<file path="config.mk">
export PLATFORM = sky130hd
export DESIGN_NAME = controle_somador_serial
export DESIGN_NICKNAME = d
export VERILOG_FILES = /design/src/rtl/controle_somador_serial.sv
export SDC_FILE = /design/constraint.sdc
export NUM_CORES = 1
export LEC_CHECK = 0
export ABC_AREA = 1
export BUFFER_PORTS_ARGS = -buffer_cell sky130_fd_sc_hd__clkbuf_2
export CORE_ASPECT_RATIO = 1.4
export CORE_UTILIZATION = 50
export CTS_BUF_LIST = sky130_fd_sc_hd__clkbuf_8
export DETAILED_ROUTE_END_ITERATION = 8
export GPL_TIMING_DRIVEN = 0
export PLACE_DENSITY = 0.81
export SYNTH_ARGS = -nofsm -noshare
export SYNTH_HDL_FRONTEND = slang
export SYNTH_SLANG_ARGS = --single-unit
</file>
<file path="constraint.sdc">
create_clock -name clk -period 5.9 [get_ports clk]
set_input_delay 0.295 -clock clk [delete_from_list [all_inputs] [get_ports clk]]
set_output_delay 0.295 -clock clk [all_outputs]
set_load 0.02 [all_outputs]
</file>
<file path="src/rtl/controle_somador_serial.sv">
// Serial add/subtract sequencer: one shared 4-bit adder, one nibble per clock.
// Ports: clk, rst_n (sync, active-low), start/sub/a/b in; busy/done/s/cout/ovf out.

// somador4b: plain 4-bit full adder slice (a + b + cin).
// Ports: a, b (4b), cin in; s (4b), cout out.
module somador4b (
    input  logic [3:0] a,
    input  logic [3:0] b,
    input  logic       cin,
    output logic [3:0] s,
    output logic       cout
);
    assign {cout, s} = {1'b0, a} + {1'b0, b} + {4'b0000, cin};
endmodule

module controle_somador_serial #(
    parameter int NIBBLES = 4
) (
    input  logic                 clk,
    input  logic                 rst_n,
    input  logic                 start,
    input  logic                 sub,
    input  logic [4*NIBBLES-1:0] a,
    input  logic [4*NIBBLES-1:0] b,
    output logic                 busy,
    output logic                 done,
    output logic [4*NIBBLES-1:0] s,
    output logic                 cout,
    output logic                 ovf
);
    localparam int W    = 4 * NIBBLES;
    localparam int IDXW = $clog2(NIBBLES);
    localparam logic [IDXW-1:0] LAST = IDXW'(NIBBLES - 1);

    typedef enum logic [1:0] {
        IDLE = 2'd0,
        RUN  = 2'd1,
        DONE = 2'd2
    } state_t;

    state_t          state_q, state_d;
    logic [IDXW-1:0] idx_q, idx_d;
    logic            carry_q, carry_d;
    logic [W-1:0]    a_q, a_d;
    logic [W-1:0]    b_q, b_d;
    logic [W-1:0]    s_q, s_d;
    logic            cout_q, cout_d;
    logic            ovf_q, ovf_d;
    logic            done_q, done_d;

    logic [3:0]      add_a, add_b, add_s;
    logic            add_co;

    // {idx, 2'b00} is idx*4 at exactly the width needed
    assign add_a = a_q[{idx_q, 2'b00} +: 4];
    assign add_b = b_q[{idx_q, 2'b00} +: 4];

    somador4b u_add (
        .a    (add_a),
        .b    (add_b),
        .cin  (carry_q),
        .s    (add_s),
        .cout (add_co)
    );

    always_comb begin
        state_d = state_q;
        idx_d   = idx_q;
        carry_d = carry_q;
        a_d     = a_q;
        b_d     = b_q;
        s_d     = s_q;
        cout_d  = cout_q;
        ovf_d   = ovf_q;
        done_d  = 1'b0;
        unique case (state_q)
            IDLE: begin
                if (start) begin
                    // b is stored already inverted for subtract; cin=1 completes ~b+1
                    a_d     = a;
                    b_d     = sub ? ~b : b;
                    carry_d = sub;
                    idx_d   = '0;
                    s_d     = '0;
                    cout_d  = 1'b0;
                    ovf_d   = 1'b0;
                    state_d = RUN;
                end
            end
            RUN: begin
                s_d[{idx_q, 2'b00} +: 4] = add_s;
                carry_d = add_co;
                if (idx_q == LAST) begin
                    cout_d  = add_co;
                    ovf_d   = ~(a_q[W-1] ^ b_q[W-1]) & (add_s[3] ^ a_q[W-1]);
                    done_d  = 1'b1;
                    state_d = DONE;
                end else begin
                    idx_d = idx_q + 1'b1;
                end
            end
            DONE: begin
                state_d = IDLE;
            end
            default: begin
                state_d = IDLE;
            end
        endcase
    end

    always_ff @(posedge clk) begin
        if (!rst_n) begin
            state_q <= IDLE;
            idx_q   <= '0;
            carry_q <= 1'b0;
            a_q     <= '0;
            b_q     <= '0;
            s_q     <= '0;
            cout_q  <= 1'b0;
            ovf_q   <= 1'b0;
            done_q  <= 1'b0;
        end else begin
            state_q <= state_d;
            idx_q   <= idx_d;
            carry_q <= carry_d;
            a_q     <= a_d;
            b_q     <= b_d;
            s_q     <= s_d;
            cout_q  <= cout_d;
            ovf_q   <= ovf_d;
            done_q  <= done_d;
        end
    end

    assign busy = (state_q == RUN);
    assign done = done_q;
    assign s    = s_q;
    assign cout = cout_q;
    assign ovf  = ovf_q;

endmodule

</file>
# == Word-level counts from Yosys, hierarchy flattened ==
# Index checks and enable logic that the tools add are counted.
# classes
reduce_logical,8
bitwise_logic,5
shifts,4
n_addsub,4
mux,18
n_eq_ne,5
# ops
cell,count
$mux W16,2
$pmux W16 S2,1
$shiftx A16 B5 Y4,2
$bwmux W16,1
$not A16 Y16,1
$shift A4 B6 Y16 const A,1
$shiftx A4 B6 Y16,1
$mux W2,4
$pmux W2 S2,2
$reduce_and A2 Y1,4
$neg A4 Y6,1
$pmux W1 S2,3
$reduce_and A3 Y1,2
$add A4 B4 Y5,1
$add A5 B1 Y5,1
$mux W1,5
$ne A2 B2 Y1 const B,2
$add A2 B1 Y2 const B,1
$eq A2 B1 Y1 const B,1
$eq A2 B2 Y1 const B,1
$logic_not A2 Y1,1
$ne A2 B1 Y1 const B,1
$reduce_bool A2 Y1,1
$xor A1 B1 Y1,2
other kinds (2),2
# totals
regBits,56
wordCells,53

# == Depth between registers and ports, before layout ==
# logic_depth
depth_word,7
depth_mapped,11
mapped_depth_nobuf,10

# == By module ==
# Synthesis repeated with hierarchy kept, for this count alone.
# hier_totals
cells_unflattened,399
area_unflattened_um2,2882.8
# modules_own_cells
mod,instances,cells_per_inst,seq_area_each_um2,area_per_inst_um2
controle_somador_serial,1,374,1121.1,2717.6
somador4b,1,25,0.0,165.2

# == Worst setup path after synthesis ==
# Ideal clock, no wire load.
# synth_path
path_kind,register to register
from,register idx_q[1]
to,"register s_q[14], in the netlist s[14]"
required_ns,5.835
path_buffers,1
setup_ns,0.065
path_slack_ns,3.602
t_arrival_ns,2.233
stages_incl_launch_ff,12
path_cell_list,dfxtp_1 clkbuf_1 inv_1 o21ai_0 o22ai_1 fa_1 fa_1 xor2_1 nand2_1 nor2_1 a22oi_1 nor2_1
# synth_between
elab_chain_cells,6
word_cells_on_any_way,9
classes_between,add/sub (3); shift (4); mux (2)
# synth_lines
item,line_no,text
start: declaration,42,"logic [IDXW-1:0] idx_q, idx_d;"
start signal: assignment,124,idx_q <= idx_d;
"$shiftx A16 B5 Y4, on equally long branches","55, 56",
$add A4 B4 Y5,13,"assign {cout, s} = {1'b0, a} + {1'b0, b} + {4'b0000, cin};"
$add A5 B1 Y5,13,
$shiftx A4 B6 Y16,91,"s_d[{idx_q, 2'b00} +: 4] = add_s;"
$bwmux W16 *,91,
$pmux W16 S2 *,76,unique case (state_q)
end signal: assignment,118,s_q <= '0;
end signal: assignment,128,s_q <= s_d;
end: declaration,46,"logic [W-1:0] s_q, s_d;"
# Every way passes the cells marked *; elsewhere a longest branch is shown, timed or not.
# A chain may end at the register's enable or synchronous reset.

# == Worst setup path in the final report ==
# Ends and elaborated chain as after synthesis.

==> out/qor.log <==
qor: floorplanning.die_w 64.5 um
qor: power_and_ir_drop.peakVddDrop 0.172 mV
qor: synth.ys_ff_latch 56
qor: power_and_ir_drop.cellPowerDensity 279 nW/um2
qor: flow_run.max_cap_violations 0
qor: floorplanning.die_height 89.5 um
qor: timing.fin_ws 2940 ps
qor: floorplanning.floorplan.die_area 5770 um2
qor: worst_setup_path.timing.critical_path.required 6150 ps
qor: global_route.grt_antenna_before_repair 0
qor: place.postPlaceCellArea 3090 um2
qor: worst_setup_path.arrival 3210 ps
qor: timing.slew_headroom 0.563
qor: timing.skew 9.79 ps
qor: clocking.postCtsResizedCells 0
qor: floorplanning.std_cell_rows 31
qor: place.dpl_worst_slack 3000 ps
qor: clocking.cts_buffers 5
qor: cells_and_area.filler_cell_count 516
qor: floorplanning.ios 56
qor: clocking.clock_path_buffers 2
qor: synth.synth_top_cell_by_area dfxtp_1
qor: cells_and_area.area_growth 17.5%
qor: detailed_routing.drt-pass1-iter-count 4
qor: power_and_ir_drop.total_switching_power 0.267 mW
qor: detailed_routing.detail_route.drc_violations 0
qor: clocking.htree_num_levels 2
qor: synth.synth_cell_type_count 30
qor: cells_and_area.most-common-layout-cells 71 x nor2_1, 56 x dfxtp_1, 54 x clkbuf_2
qor: detailed_routing.drt-total-wl 6420 um
qor: cells_and_area.antenna_diode_instance_count 0
qor: timing.timing_worst_slew_pin_value 655 ps
qor: global_route.global_route.overflow_total 0
qor: power_and_ir_drop.total_leakage_power 1.37 nW
qor: hold_path.hold_class in -> reg
qor: power_and_ir_drop.pwr-share-clk 0.307
qor: timing.number_of_setup_violations_in_the_final_report 0
qor: status.run_status finished, final reports clean
qor: clocking.clk_pin_slew 100 ps
qor: cells_and_area.finalNetCount 441
qor: synth.per_instance_average_area_after_synthesis 8.16 um2
qor: detailed_routing.routed_wire_length_per_instance 13.9 um
qor: power_and_ir_drop.power.sequential.fraction 0.466
qor: power_and_ir_drop.comb_power_share 0.226
qor: timing.setup_repair_after_global_routing_missed_its_margin no
qor: synth.synth_top_cells_by_area dfxtp_1 41%, nor2_1 9.7%, a211oi_2 6.9%
qor: global_route.global_route.usage.total 0.238
qor: place.io_buffer_count 54
qor: cells_and_area.post-route-cell-area 3210 um2
qor: clocking.clock_root_cell clkbuf_8
qor: clocking.cts.sink_count 56
qor: worst_setup_path.timing.critical_path.from_type flip-flop
qor: synth.ys_seq_area_frac 0.410
qor: worst_setup_path.worst-r2r-setup-slack 2940 ps
qor: synth.post_synth_edffs 0
qor: timing.report.final.slew_viol_count 0
qor: detailed_routing.total_number_of_vias 2,428
qor: power_and_ir_drop.power_switching_share 0.298
qor: synth.synthesis.nets 380
qor: timing.finalSetupTns 0 ps
qor: cells_and_area.layout.cells.most_common nor2_1
qor: timing.hold_viol_final 0
qor: synth.yosys_warnings 0
qor: detailed_routing.drt-initial-drc-count 93
qor: clocking.cts.hold.buffers_added 0
qor: global_route.grt_pass1_vias 2,342
qor: place.dp_hpwl 4900 um
qor: power_and_ir_drop.totalPowerFinal 0.895 mW
qor: detailed_routing.final_antenna_net_count 0
qor: cells_and_area.final_layout_size_suffix_gt1_frac 0.262
qor: floorplanning.core_area 5240 um2
qor: floorplanning.floorplan.initialDensity 0.522
qor: place.gp_routability_congestion 0.897
qor: synth.postSynthCellCount 335
qor: timing.post-route-period-util 0.502
qor: global_route.grt_start_max_net_pins 17
qor: power_and_ir_drop.power_report.internal_total 0.628 mW
qor: timing.finalCriticalPeriod 2960 ps
qor: synth.ys.flop_type dfxtp_1
qor: global_route.first_pass_grt_wire_length 10,500 um
qor: worst_setup_path.timing_worst_setup_path_type reg -> reg
qor: synth.synth_largest_type_area_fraction 0.410
qor: worst_setup_path.critical_path.max_fanout 10
qor: clocking.cts_tree yes
qor: synth.post_synthesis_cell_area 2740 um2
qor: clocking.clk_latency 310 ps
qor: detailed_routing.viasPerCell 5.24
qor: timing.maximum_achievable_frequency 0.338 GHz
qor: worst_setup_path.kind_of_end_point_of_the_critical_path flip-flop
qor: timing.timing.hold.ws 196 ps
qor: synth.fraction_of_registers_with_async_set_reset 0
qor: clocking.postCtsSetupBuffers 0
sequential cells by signal, indices dropped and copies added, names as in the netlist:
signal	count
b_q	16
s	16
a_q	16
idx_q	2
state_q	2
carry_q	1
cout	1
ovf	1
done	1
layout make-up:
type | instances | area (um2) | area share
Buffer | 19 | 118 | 0.0366
Clock buffer | 7 | 96.3 | 0.0300
Clock inverter | 1 | 30.0 | 0.00934
Inverter | 15 | 56.3 | 0.0175
Multi-Input combinational cell | 245 | 1440 | 0.448
Sequential cell | 56 | 1120 | 0.349
Tap cell | 66 | 82.6 | 0.0257
Timing Repair Buffer | 54 | 270 | 0.0841
cell usage after synthesis (2+ instances only):
| library cell | instances |
|---|---|
| xor2_1 | 2 |
| a211oi_2 | 15 |
| buf_1 | 2 |
| buf_2 | 4 |
| a22oi_1 | 2 |
| nand3_1 | 13 |
| a21oi_1 | 22 |
| fa_1 | 2 |
| o21ai_2 | 4 |
| dfxtp_1 | 56 |
| xnor2_1 | 15 |
| nand2_4 | 4 |
| nor2_1 | 71 |
| nand4_1 | 2 |
| inv_1 | 9 |
| clkbuf_1 | 7 |
| o21ai_0 | 37 |
| ha_1 | 7 |
| o22ai_1 | 8 |
| inv_2 | 5 |
| nand2_1 | 35 |
| buf_6 | 5 |
layer usage:
| metal | track usage | vias to the layer above | part of all wire |
|---|---|---|---|
| met5 | 0 | - | 0 |
| met4 | 0.115 | 0 | 0.022 |
| met3 | 0.0370 | 14 | 0.040 |
| met2 | 0.456 | 65 | 0.54 |
| met1 | 0.252 | 1113 | 0.40 |
| li1 | - | 1236 | - |
power groups by stage:
stage	clock (mW)	sequential (mW)	combinational, mW
2_1_floorplan	0	0.424	0.145
3_3_place_gp	0	0.425	0.197
3_5_place_dp	0	0.425	0.202
4_1_cts	0.274	0.417	0.203
5_1_grt	0.295	0.420	0.225
6_report	0.275	0.417	0.203
metrics by stage:
step                       util  cells
after floorplan               -    335
after global placement    0.590    455
after detailed placement  0.590    455
after CTS                 0.614    463
after global routing      0.614    463
final                     0.614    463
critical path, stage by stage (launching register included):
cell,delay (ps)
dfxtp_1,360
clkbuf_1,320
inv_1,260
o21ai_0,150
o22ai_1,140
fa_1,450
fa_1,410
xor2_1,330
nand2_1,90
nor2_1,190
a22oi_1,100
nor2_1,90
worst paths after layout:
kind                                       startpoint                   end  cells after the start
worst min-delay path                            a[13]  a_q[13]$_SDFFE_PN0P_                      3
worst min register to register      s[9]$_SDFFE_PN0P_     s[9]$_SDFFE_PN0P_                      2
worst max register to register  idx_q[1]$_SDFFE_PN0P_    s[14]$_SDFFE_PN0P_                     11
worst max-delay path            idx_q[1]$_SDFFE_PN0P_    s[14]$_SDFFE_PN0P_                     11
logic make-up after synthesis:
logic type / after synthesis / synth area share
compound gates: 89 / 0.215
xor+xnor: 17 / 0.0544
fa+ha+maj: 9 / 0.0467
buf+inv: 34 / 0.0636
flops: 56 / 0.410
simple gates: 130 / 0.210
Power figures use the tool's default switching activity.
